<file path="config.mk">
export PLATFORM = sky130hd
export DESIGN_NAME = pcm_stream_formatter
export DESIGN_NICKNAME = d
export VERILOG_FILES = /design/src/rtl/pcm_stream_formatter.sv
export SDC_FILE = /design/constraint.sdc
export NUM_CORES = 1
export LEC_CHECK = 0
export ABC_AREA = 1
export ABC_CLOCK_PERIOD_IN_PS = 1600
export CAP_MARGIN = 20
export CORE_MARGIN = 8
export CORE_UTILIZATION = 40
export DETAILED_ROUTE_END_ITERATION = 7
export SLEW_MARGIN = 10
export SYNTH_ARGS = -nofsm -noshare
export SYNTH_HDL_FRONTEND = slang
export SYNTH_SLANG_ARGS = --single-unit
</file>
<file path="constraint.sdc">
create_clock -name ck933 -period 1.6 [get_ports ck933]
set_input_delay 0.4 -clock ck933 [delete_from_list [all_inputs] [get_ports ck933]]
set_output_delay 0.4 -clock ck933 [all_outputs]
set_load 0.05 [all_outputs]
</file>
<file path="src/rtl/pcm_stream_formatter.sv">
// pcm_stream_formatter: NRZ decode, I/Q demux, LFSR derandomize, invert and format soft symbols
module pcm_stream_formatter #(
    parameter int SOFT_W = 3,
    parameter int LFSR_LEN = 15,
    parameter logic [LFSR_LEN-1:0] LFSR_TAPS = 15'h6000
) (
    input  logic              ck933,
    input  logic              rs,
    input  logic              symb_clk_en,
    input  logic              symb_clk_2x_en,
    input  logic [SOFT_W-1:0] symb_i,
    input  logic [SOFT_W-1:0] symb_q,
    input  logic [1:0]        mode,
    input  logic              demux,
    input  logic              swap,
    input  logic              derandomize,
    input  logic              data_inv,
    input  logic              sign_mag,
    output logic [SOFT_W-1:0] dout_i,
    output logic [SOFT_W-1:0] dout_q,
    output logic              dout_valid
);
    localparam int M = SOFT_W - 1;

    logic [M:0] dec_i, dec_q, s2_i, s2_q, s3_i, s3_q;
    logic [M:0] s2_i_n, s3_i_n, s3_q_n;
    logic prev_i, prev_q, load;
    logic [LFSR_LEN-1:0] shft_i, shft_q;
    logic [1:0] fill;

    function automatic logic [M:0] nrz_dec(input logic [M:0] s, input logic p, input logic [1:0] m);
        return {m == 2'd1 ? s[M] ^ p : m == 2'd2 ? ~(s[M] ^ p) : s[M], s[M-1:0]};
    endfunction

    function automatic logic [M:0] fmt(input logic [M:0] s, input logic inv, input logic sm);
        logic [M:0] v;
        v = inv ? ~s : s;
        return sm || v[M] ? v : {1'b0, ~v[M-1:0]};
    endfunction

    always_comb begin
        s2_i_n = demux && !(swap ^ symb_clk_en) ? dec_q : dec_i;
        s3_i_n = {s2_i[M] ^ (derandomize & ^(shft_i & LFSR_TAPS)), s2_i[M-1:0]};
        s3_q_n = {s2_q[M] ^ (derandomize & ~demux & ^(shft_q & LFSR_TAPS)), s2_q[M-1:0]};
        load = symb_clk_2x_en && fill == 2'd3;
    end

    // fill counts 2x events after reset so zeros still in the pipeline never show as valid data
    always_ff @(posedge ck933) begin
        if (rs) begin
            dec_i <= '0;
            dec_q <= '0;
            prev_i <= 1'b0;
            prev_q <= 1'b0;
            s2_i <= '0;
            s2_q <= '0;
            s3_i <= '0;
            s3_q <= '0;
            shft_i <= '0;
            shft_q <= '0;
            fill <= '0;
            dout_i <= '0;
            dout_q <= '0;
            dout_valid <= 1'b0;
        end else begin
            if (symb_clk_en) begin
                dec_i <= nrz_dec(symb_i, prev_i, mode);
                dec_q <= nrz_dec(symb_q, prev_q, mode);
                prev_i <= symb_i[M];
                prev_q <= symb_q[M];
            end
            if (symb_clk_2x_en) begin
                s2_i <= s2_i_n;
                s2_q <= dec_q;
                s3_i <= s3_i_n;
                s3_q <= s3_q_n;
                shft_i <= {shft_i[LFSR_LEN-2:0], s2_i[M]};
                if (!demux) shft_q <= {shft_q[LFSR_LEN-2:0], s2_q[M]};
                if (fill != 2'd3) fill <= fill + 2'd1;
            end
            if (load) begin
                dout_i <= fmt(s3_i, data_inv, sign_mag);
                dout_q <= fmt(s3_q, data_inv, sign_mag);
            end
            dout_valid <= load;
        end
    end

    always_ff @(posedge ck933) begin
        if (!rs) assert (!(symb_clk_en && !symb_clk_2x_en));
    end
endmodule

</file>
# After elaboration in Yosys (flattened, before gate mapping)
# Index checks and enable logic that the tools add are counted.
# W data, S select, Z words.
# op_classes
n_addsub,1
n_mul,0
div_mod_pow,0
n_lt_le_gt_ge,0
eq_ne,4
shifts,0
muxes,9
n_bitwise,15
reduce_logical,9
# op_table
cell,count
$reduce_xor A15 Y1,2
$mux W3,5
$not A3 Y3,2
$xor A1 B1 Y1,5
$eq A2 B2 Y1 const B,2
$mux W1,4
$not A2 Y2,2
$reduce_and A2 Y1,2
$and A1 B1 Y1,3
$not A1 Y1,3
$add A2 B1 Y2 const B,1
$eq A2 B1 Y1 const B,1
$logic_and A1 B1 Y1,2
$logic_or A1 B1 Y1,2
$ne A2 B2 Y1 const B,1
$logic_not A1 Y1,1
# word_totals
ff_bits,59
latchBits,0
mem_bits_rw,0
rom_bits,0
in_bits,17
out_inout_bits,7
elab_cells,52
memories,0

# Longest topological paths before layout
# Gate-level depths: netlist (run 1).
# logic_depth
depth_word,4
depth_mapped,8
ltp_nobuf,7

# Worst setup path before layout (run 1)
# OpenSTA, ideal clock, no wires.
# synth_path
path_kind,input-to-reg
from,input symb_clk_en
to,register s2_i[0]
setup_ns,0.109
arrival_ns,1.017
t_required_ns,1.491
slack_ns,0.474
stages,8
n_path_buf,1
cell_sequence,buf_4 inv_2 nand2_1 nand3_1 nand2_1 nand3_1 nand2_1 inv_1
# synth_via
elab_chain_cells,4
# synth_rtl
item,line_no,rtl
from (decl),9,"input logic symb_clk_en,"
$xor A1 B1 Y1,42,s2_i_n = demux && !(swap ^ symb_clk_en) ? dec_q : dec_i;
$logic_not A1 Y1,42,
$logic_and A1 B1 Y1,42,
$mux W3,42,
to (signal assigned),73,s2_i <= s2_i_n;
to (decl),25,"logic [M:0] dec_i, dec_q, s2_i, s2_q, s3_i, s3_q;"
# No other way between the ends.
# A chain may end at the register's enable or synchronous reset.

# Worst setup path in the final report (run 1)
# layout_path
from,input demux
to,register shft_q[14]
# layout_via
elab_chain_cells,2
# layout_rtl
item,line_no,rtl
from (decl),14,"input logic demux,"
$not A1 Y1 (no line),n/a,
$reduce_and A2 Y1 (no line),n/a,
to (signal assigned),78,"if (!demux) shft_q <= {shft_q[LFSR_LEN-2:0], s2_q[M]};"
to (decl),28,"logic [LFSR_LEN-1:0] shft_i, shft_q;"
# No other way between the ends.

==> metrics.md, run 1 <==
| Metric | Value |
|---|---|
| Total chip power | `3.27 mW` |
| Least-Margin Pin Slew | `0.303 ns` |
| Clk_lat worst skew | `0.33 ns` |
| Number of setup violations in the final report | `0` |
| Area after DPL | `2810 um2` |
| Pwr Density | `1090 nW/um2` |
| FMAX | `780 MHz` |
| Most common cell after layout, fill and taps aside | `nor2_1` |
| Count of buffers from port buffering | `23` |
| Final instance area | `2990 um2` |
| Post-DRT Antenna Nets | `0` |
| DP HPWL | `3240 um` |
| Max-cap viol count | `0` |
| Post-synthesis cell count | `322` |
| Largest family of logic cells by synthesized area | `simple AND/OR/NAND/NOR gates` |
| Post-CTS Setup Bufs | `0` |
| Clock Path Buffers | `2` |
| Global-route wire length before repair | `7800 um` |
| Synth area leaders | `dfxtp_1, nor2_1, o21ai_0` |
| Boundary pin count | `24` |
| Period utilization | `0.801` |
| Die footprint | `8620 um2` |
| Data required, critical path | `1.83 ns` |
| Initial core utilization | `0.406` |
| Synth Area in Compound Gates | `0.141` |
| Post-place setup slack | `-0.0456 ns` |
| Critical Path End Type | `register` |
| Sink Count | `59` |
| Die height | `92.9 um` |
| Worst Hold Class | `reg2reg` |
| TritonCTS clock tree | `done` |
| Slew headroom | `0.797` |
| GRT Overall Usage | `0.115` |
| Vias/cell | `4.60` |
| Most frequent cells in the layout | `nor2_1, dfxtp_1, nand2_1` |
| Worst Path Arrival | `1.51 ns` |
| Post-synth top area share | `0.500` |
| Die W | `92.9 um` |
| Placed Instances | `420` |
| Synth Net Count | `340` |
| Clock Skews | `0.00401 ns` |
| Status | `finished clean` |
| # rows | `28` |
| Synth Area in Simple Gates | `0.264` |
| Initial antenna violation count | `0` |
| Min Tclk post-route | `1.28 ns` |
| Synth unique cells | `24` |
| Max-slew violations | `0` |
| Register area share after synthesis | `0.500` |
| # hold bufs at CTS | `0` |
| Number of DRC markers in iteration 0 | `99` |
| Layout cells sized above 1 | `0.117` |
| Drc violations | `0` |
| Syn-to-layout area delta | `26.4%` |
| Setup WS post-layout | `0.318 ns` |
| Largest net degree at the start of global routing | `36` |
| Sequential cell area | `1180 um2` |
| Maximum VDD drop | `461 uV` |
| Drt first pass iters | `4` |
| Setup TNS | `0 ns` |
| Crit-path max FO | `11` |
| Synthesized area | `2360 um2` |
| H-tree depth | `3` |
| YS warnings | `0` |
| Reg2reg setup slack | `0.54 ns` |
| Syn Area/Cell | `7.34 um2` |
| WHS | `0.447 ns` |
| Number of hold violations in the final report | `0` |
| CTS Root Cell | `clkbuf_8` |
| Worst-path clk slew | `0.06 ns` |
| GP Congestion | `0.801` |
| Total Wirelength | `4760 um` |
| Adder-cell share of the synthesized area | `0.00529` |
| Antenna diode instance count | `0` |
| XOR/XNOR Fraction of Synth Area | `0.0111` |
| Final core utilization | `0.514` |
| Flops & latches, synth | `59` |
| Resize count post-CTS | `0` |
| Leakage power total | `1.35 nW` |
| Fill cells | `596` |
| Nets | `374` |
| CTS Buf Count | `9` |
| GRT overflow | `0` |
| Core area | `5820 um2` |
| Detailed-route via count | `1997` |
| Vias in the first global route | `1743` |
| Wire length per cell | `11.0 um` |
| Dominant synthesized flop cell | `dfxtp_1` |
| Startpoint type of the worst setup path | `input port` |
| Mux share of post-synthesis cell area | `0` |
| Number of synthesized flops with an enable pin | `0` |
| Setup CP Type | `in2reg` |
| RSZ-0062 raised after global routing | `false` |
| Final Non-Filler Cells | `434` |
| Post-synth top area cell | `dfxtp_1` |
| Post-synthesis async set-or-reset flop share | `0` |
| Multi-input logic area | `996 um2` |
[state kept, by name, summed over array words and instances (netlist names)]
name / flops
shft_i: 15
shft_q: 15
dec_i: 3
dec_q: 3
dout_i: 3
dout_q: 3
s2_i: 3
s2_q: 3
s3_i: 3
s3_q: 3
fill: 2
dout_valid: 1
prev_i: 1
prev_q: 1
[cell usage after synthesis (2+ instances only)]
cell type / count
nand4_1: 6
buf_4: 2
or2_1: 2
nand2_1: 36
nor2_1: 87
clkbuf_1: 7
o21ai_0: 33
nand3b_1: 4
inv_2: 5
o21ai_1: 14
a21oi_1: 15
dfxtp_1: 59
inv_1: 24
xnor2_1: 2
nand3_1: 14
buf_2: 4
[final cells by class]
class                   instances  share of cell area
flip-flops and latches         59               0.395
multi-input cells             219               0.333
repair buffers                 38               0.142
clock buffers                  11              0.0473
inverters                      29              0.0364
well taps                      75              0.0314
clock inverters                 3              0.0134
[report_power, final]
part | total [mW] | switching (mW) | internal, mW
sequential | 1.61 | 0.0497 | 1.56
clock | 1.29 | 0.549 | 0.739
combinational | 0.371 | 0.201 | 0.170
total | 3.27 | 0.800 | 2.47
[worst paths after layout]
check | endpoint | cells past startpoint | startpoint
worst max-delay path | shft_q[14]$_SDFFE_PP0P_ | 5 | demux
worst min-delay path | fill[1]$_SDFFE_PP0P_ | 2 | fill[1]$_SDFFE_PP0P_
worst max register to register | fill[1]$_SDFFE_PP0P_ | 4 | fill[0]$_SDFFE_PP0P_
worst min register to register | fill[1]$_SDFFE_PP0P_ | 2 | fill[1]$_SDFFE_PP0P_
[kinds of logic after synthesis]
group,after synthesis
and+or+nand+nor,150
AOI/OAI and AO/OA,65
DFF,59
buffers and inverters,44
xor gates and xnor gates,3
adders and majority gates,1
[critical path: stages]
cell and delay, ns:
clkdlybuf4s50_1 0.64, nor2_4 0.08, buf_4 0.17, o21ai_0 0.15, a21oi_1 0.06
[metal layers]
layer | wire, um | track usage
met4 | 100 | 0.0685
met5 | 0 | 0
met3 | 218 | 0.0453
met1 | 2350 | 0.135
met2 | 2090 | 0.173
Note: power is estimated with default switching activity, not from simulation.
==> run 2, diff against run 1 <==
Settings changed: ABC_CLOCK_PERIOD_IN_PS 1600 to 1080.
Clock period 1.6 ns to 1.08 ns, I/O delays scaled along.
==> metrics.md, run 2 (synthesis results as in run 1) <==
| Metric | Value |
|---|---|
| Detailed-route via count | `2086 (+4.5%)` |
| Status | `finished with violations` |
| FMAX | `915 MHz` |
| FF-to-FF End | `dout_q[0]$_SDFFE_PP0P_` |
| Post-DRT Antenna Nets | `0 (unchanged)` |
| GRT Overall Usage | `0.121 (+0.00576)` |
| Largest net degree at the start of global routing | `35 (-2.8%)` |
| Clock Skews | `0.00627 ns (+0.00226 ns)` |
| Reg2reg setup slack | `0.04 ns (-0.50 ns)` |
| Least-Margin Pin Slew | `0.328 ns (+0.0251 ns)` |
| Crit-path max FO | `2 (-9)` |
| Crit path max-delay cell type | `dfxtp_2` |
| WHS | `0.363 ns (-0.0838 ns)` |
| Worst-path clk slew | `0.06 ns (about the same)` |
| Critical path startpoint | `dout_q[0]$_SDFFE_PP0P_` |
| Setup WS post-layout | `-0.0126 ns (-0.330 ns)` |
| Slew headroom | `0.781 (-0.0161)` |
| Hold path startpoint | `data_inv` |
| Vias in the first global route | `1953 (+12%)` |
| Critical Path End Type | `output port` |
| Core area | `5820 um2 (unchanged)` |
| Max-slew violations | `0 (unchanged)` |
| Number of DRC markers in iteration 0 | `68 (-31%)` |
| GRT overflow | `0 (unchanged)` |
| Top Registers | `shft_i: 15 flops, shft_q: 15 flops` |
| CP top delay family | `flip-flops` |
| Area after DPL | `2850 um2 (+1.6%)` |
| Count of buffers from port buffering | `23 (unchanged)` |
| RSZ-0062 raised after global routing | `true` |
| Final instance area | `3180 um2 (+6.5%)` |
| Initial antenna violation count | `0 (unchanged)` |
| Hold Path End | `dout_i[2]$_SDFFE_PP0P_` |
| Pwr Density | `1650 nW/um2 (+50%)` |
| CTS Buf Count | `9 (unchanged)` |
| Maximum VDD drop | `753 uV (+63%)` |
| Drc violations | `0 (unchanged)` |
| Global-route wire length before repair | `8540 um (+9.4%)` |
| CTS Root Cell | `clkbuf_8` |
| R2R cell count | `5 (+1)` |
| H-tree depth | `3 (unchanged)` |
| Max incr delay on CP | `0.36 ns (-0.28 ns)` |
| Max-cap viol count | `0 (unchanged)` |
| Die height | `92.9 um (unchanged)` |
| Clk_lat worst skew | `0.33 ns (about the same)` |
| Startpoint type of the worst setup path | `register` |
| Layout cells sized above 1 | `0.203 (+0.0857)` |
| Worst Hold Class | `in2reg` |
| Number of setup violations in the final report | `4 (+4)` |
| Failing checks | `negative setup slack` |
| Die footprint | `8620 um2 (unchanged)` |
| GP Congestion | `0.781 (-2.5%)` |
| Data required, critical path | `0.81 ns (-1.02 ns)` |
| Period utilization | `1.01` |
| RR Startpoint | `fill[0]$_SDFFE_PP0P_` |
| Drt first pass iters | `5 (+1)` |
| Min Tclk post-route | `1.09 ns` |
| Most common cell after layout, fill and taps aside | `nor2_1` |
| Syn-to-layout area delta | `34.6%` |
| DP HPWL | `3280 um (+1.1%)` |
| Worst hold path cell count | `4 (+2)` |
| Boundary pin count | `24 (unchanged)` |
| Wire length per cell | `10.8 um (-2.0%)` |
| Nets | `383 (+2.4%)` |
| Sink Count | `59 (unchanged)` |
| Vias/cell | `4.69 (+1.9%)` |
| CP Cell Sequence | `buf_12` |
| Bufs and invs on worst path | `1 (-1)` |
| # hold bufs at CTS | `0 (unchanged)` |
| TritonCTS clock tree | `done` |
| Leakage power total | `1.47 nW (+9.6%)` |
| Number of hold violations in the final report | `0 (unchanged)` |
| Clock Path Buffers | `2 (unchanged)` |
| Die W | `92.9 um (unchanged)` |
| Total Wirelength | `4780 um (+0.48%)` |
| Antenna diode instance count | `0 (unchanged)` |
| Most frequent cells in the layout | `nor2_1, dfxtp_1, o21ai_0` |
| Worst Path Arrival | `0.82 ns (-0.69 ns)` |
| # rows | `28 (unchanged)` |
| Initial core utilization | `0.406 (unchanged)` |
| Setup CP Type | `reg2out` |
==> run 2: cell types whose count changed in the layout (fill, tap and decap cells not counted), sizes merged <==
cell	before	now
buf	22	30
clkdlybuf4s50	16	9
dlymetal6s2s	0	5
dlygate4sd2	0	2
bufinv	1	2
clkinv	2	3
clkinvlp	0	1
==> run 2: what timing repair did <==
item	CTS	global route
setup buffers	0	2
pin swaps	0	4
cloned	0	1
setup endpoints to repair	34	22
resized for setup	13	22
==> run 2: where the power goes <==
group / internal (mW) / switching, mW / leakage (nW) / total (mW)
combinational: 0.278 / 0.314 / 0.865 / 0.592
clock: 1.41 / 0.840 / 0.119 / 2.25
sequential: 2.31 / 0.0790 / 0.491 / 2.39
==> run 2: worst max path at each step <==
stage	slack, ns	end	cells past startpoint
6_report	-0.01	dout_q[0]	1
4_1_cts	-0.03	dout_q[0]	1
3_3_place_gp	-0.39	shft_q[2]$_SDFFE_PP0P_	5
2_1_floorplan	0.004	dout_i[1]$_SDFFE_PP0P_	8
5_1_grt	-0.05	dout_q[0]	1
3_5_place_dp	-0.42	shft_q[13]$_SDFFE_PP0P_	6
==> run 2: cell type report <==
| cell class | instances | area (um2) |
|---|---|---|
| sequential | 59 | 1190 |
| tap | 75 | 93.8 |
| multi-input combinational | 219 | 1050 |
| timing repair inverter | 1 | 7.51 |
| fill | 595 | 2640 |
| timing repair buffer | 46 | 499 |
| clock buffer | 11 | 151 |
| inverter | 29 | 111 |
| clock inverter | 5 | 75.1 |
==> run 2: routing by layer <==
layer  up-vias  track usage  wire length, um
li1       1121            -                -
met1       921        0.151             2450
met2        36        0.180             2040
met3         8       0.0324              216
met4         0       0.0779               85
met5         -            0                0
==> run 2: per-stage QoR <==
| stage | TNS [ns] | util | worst slack [ns] | power, mW | std cells |
|---|---|---|---|---|---|
| after floorplan | 0 | - | 0.00366 | 2.77 | 322 |
| after global placement | -17.79 | 0.490 | -0.387 | 2.99 | 426 |
| after detailed placement | -19.47 | 0.490 | -0.420 | 3.00 | 426 |
| after CTS | -0.151 | 0.532 | -0.0306 | 5.27 | 442 |
| after global routing | -0.292 | 0.547 | -0.0506 | 5.50 | 445 |
| final | -0.0247 | 0.547 | -0.0126 | 5.24 | 445 |
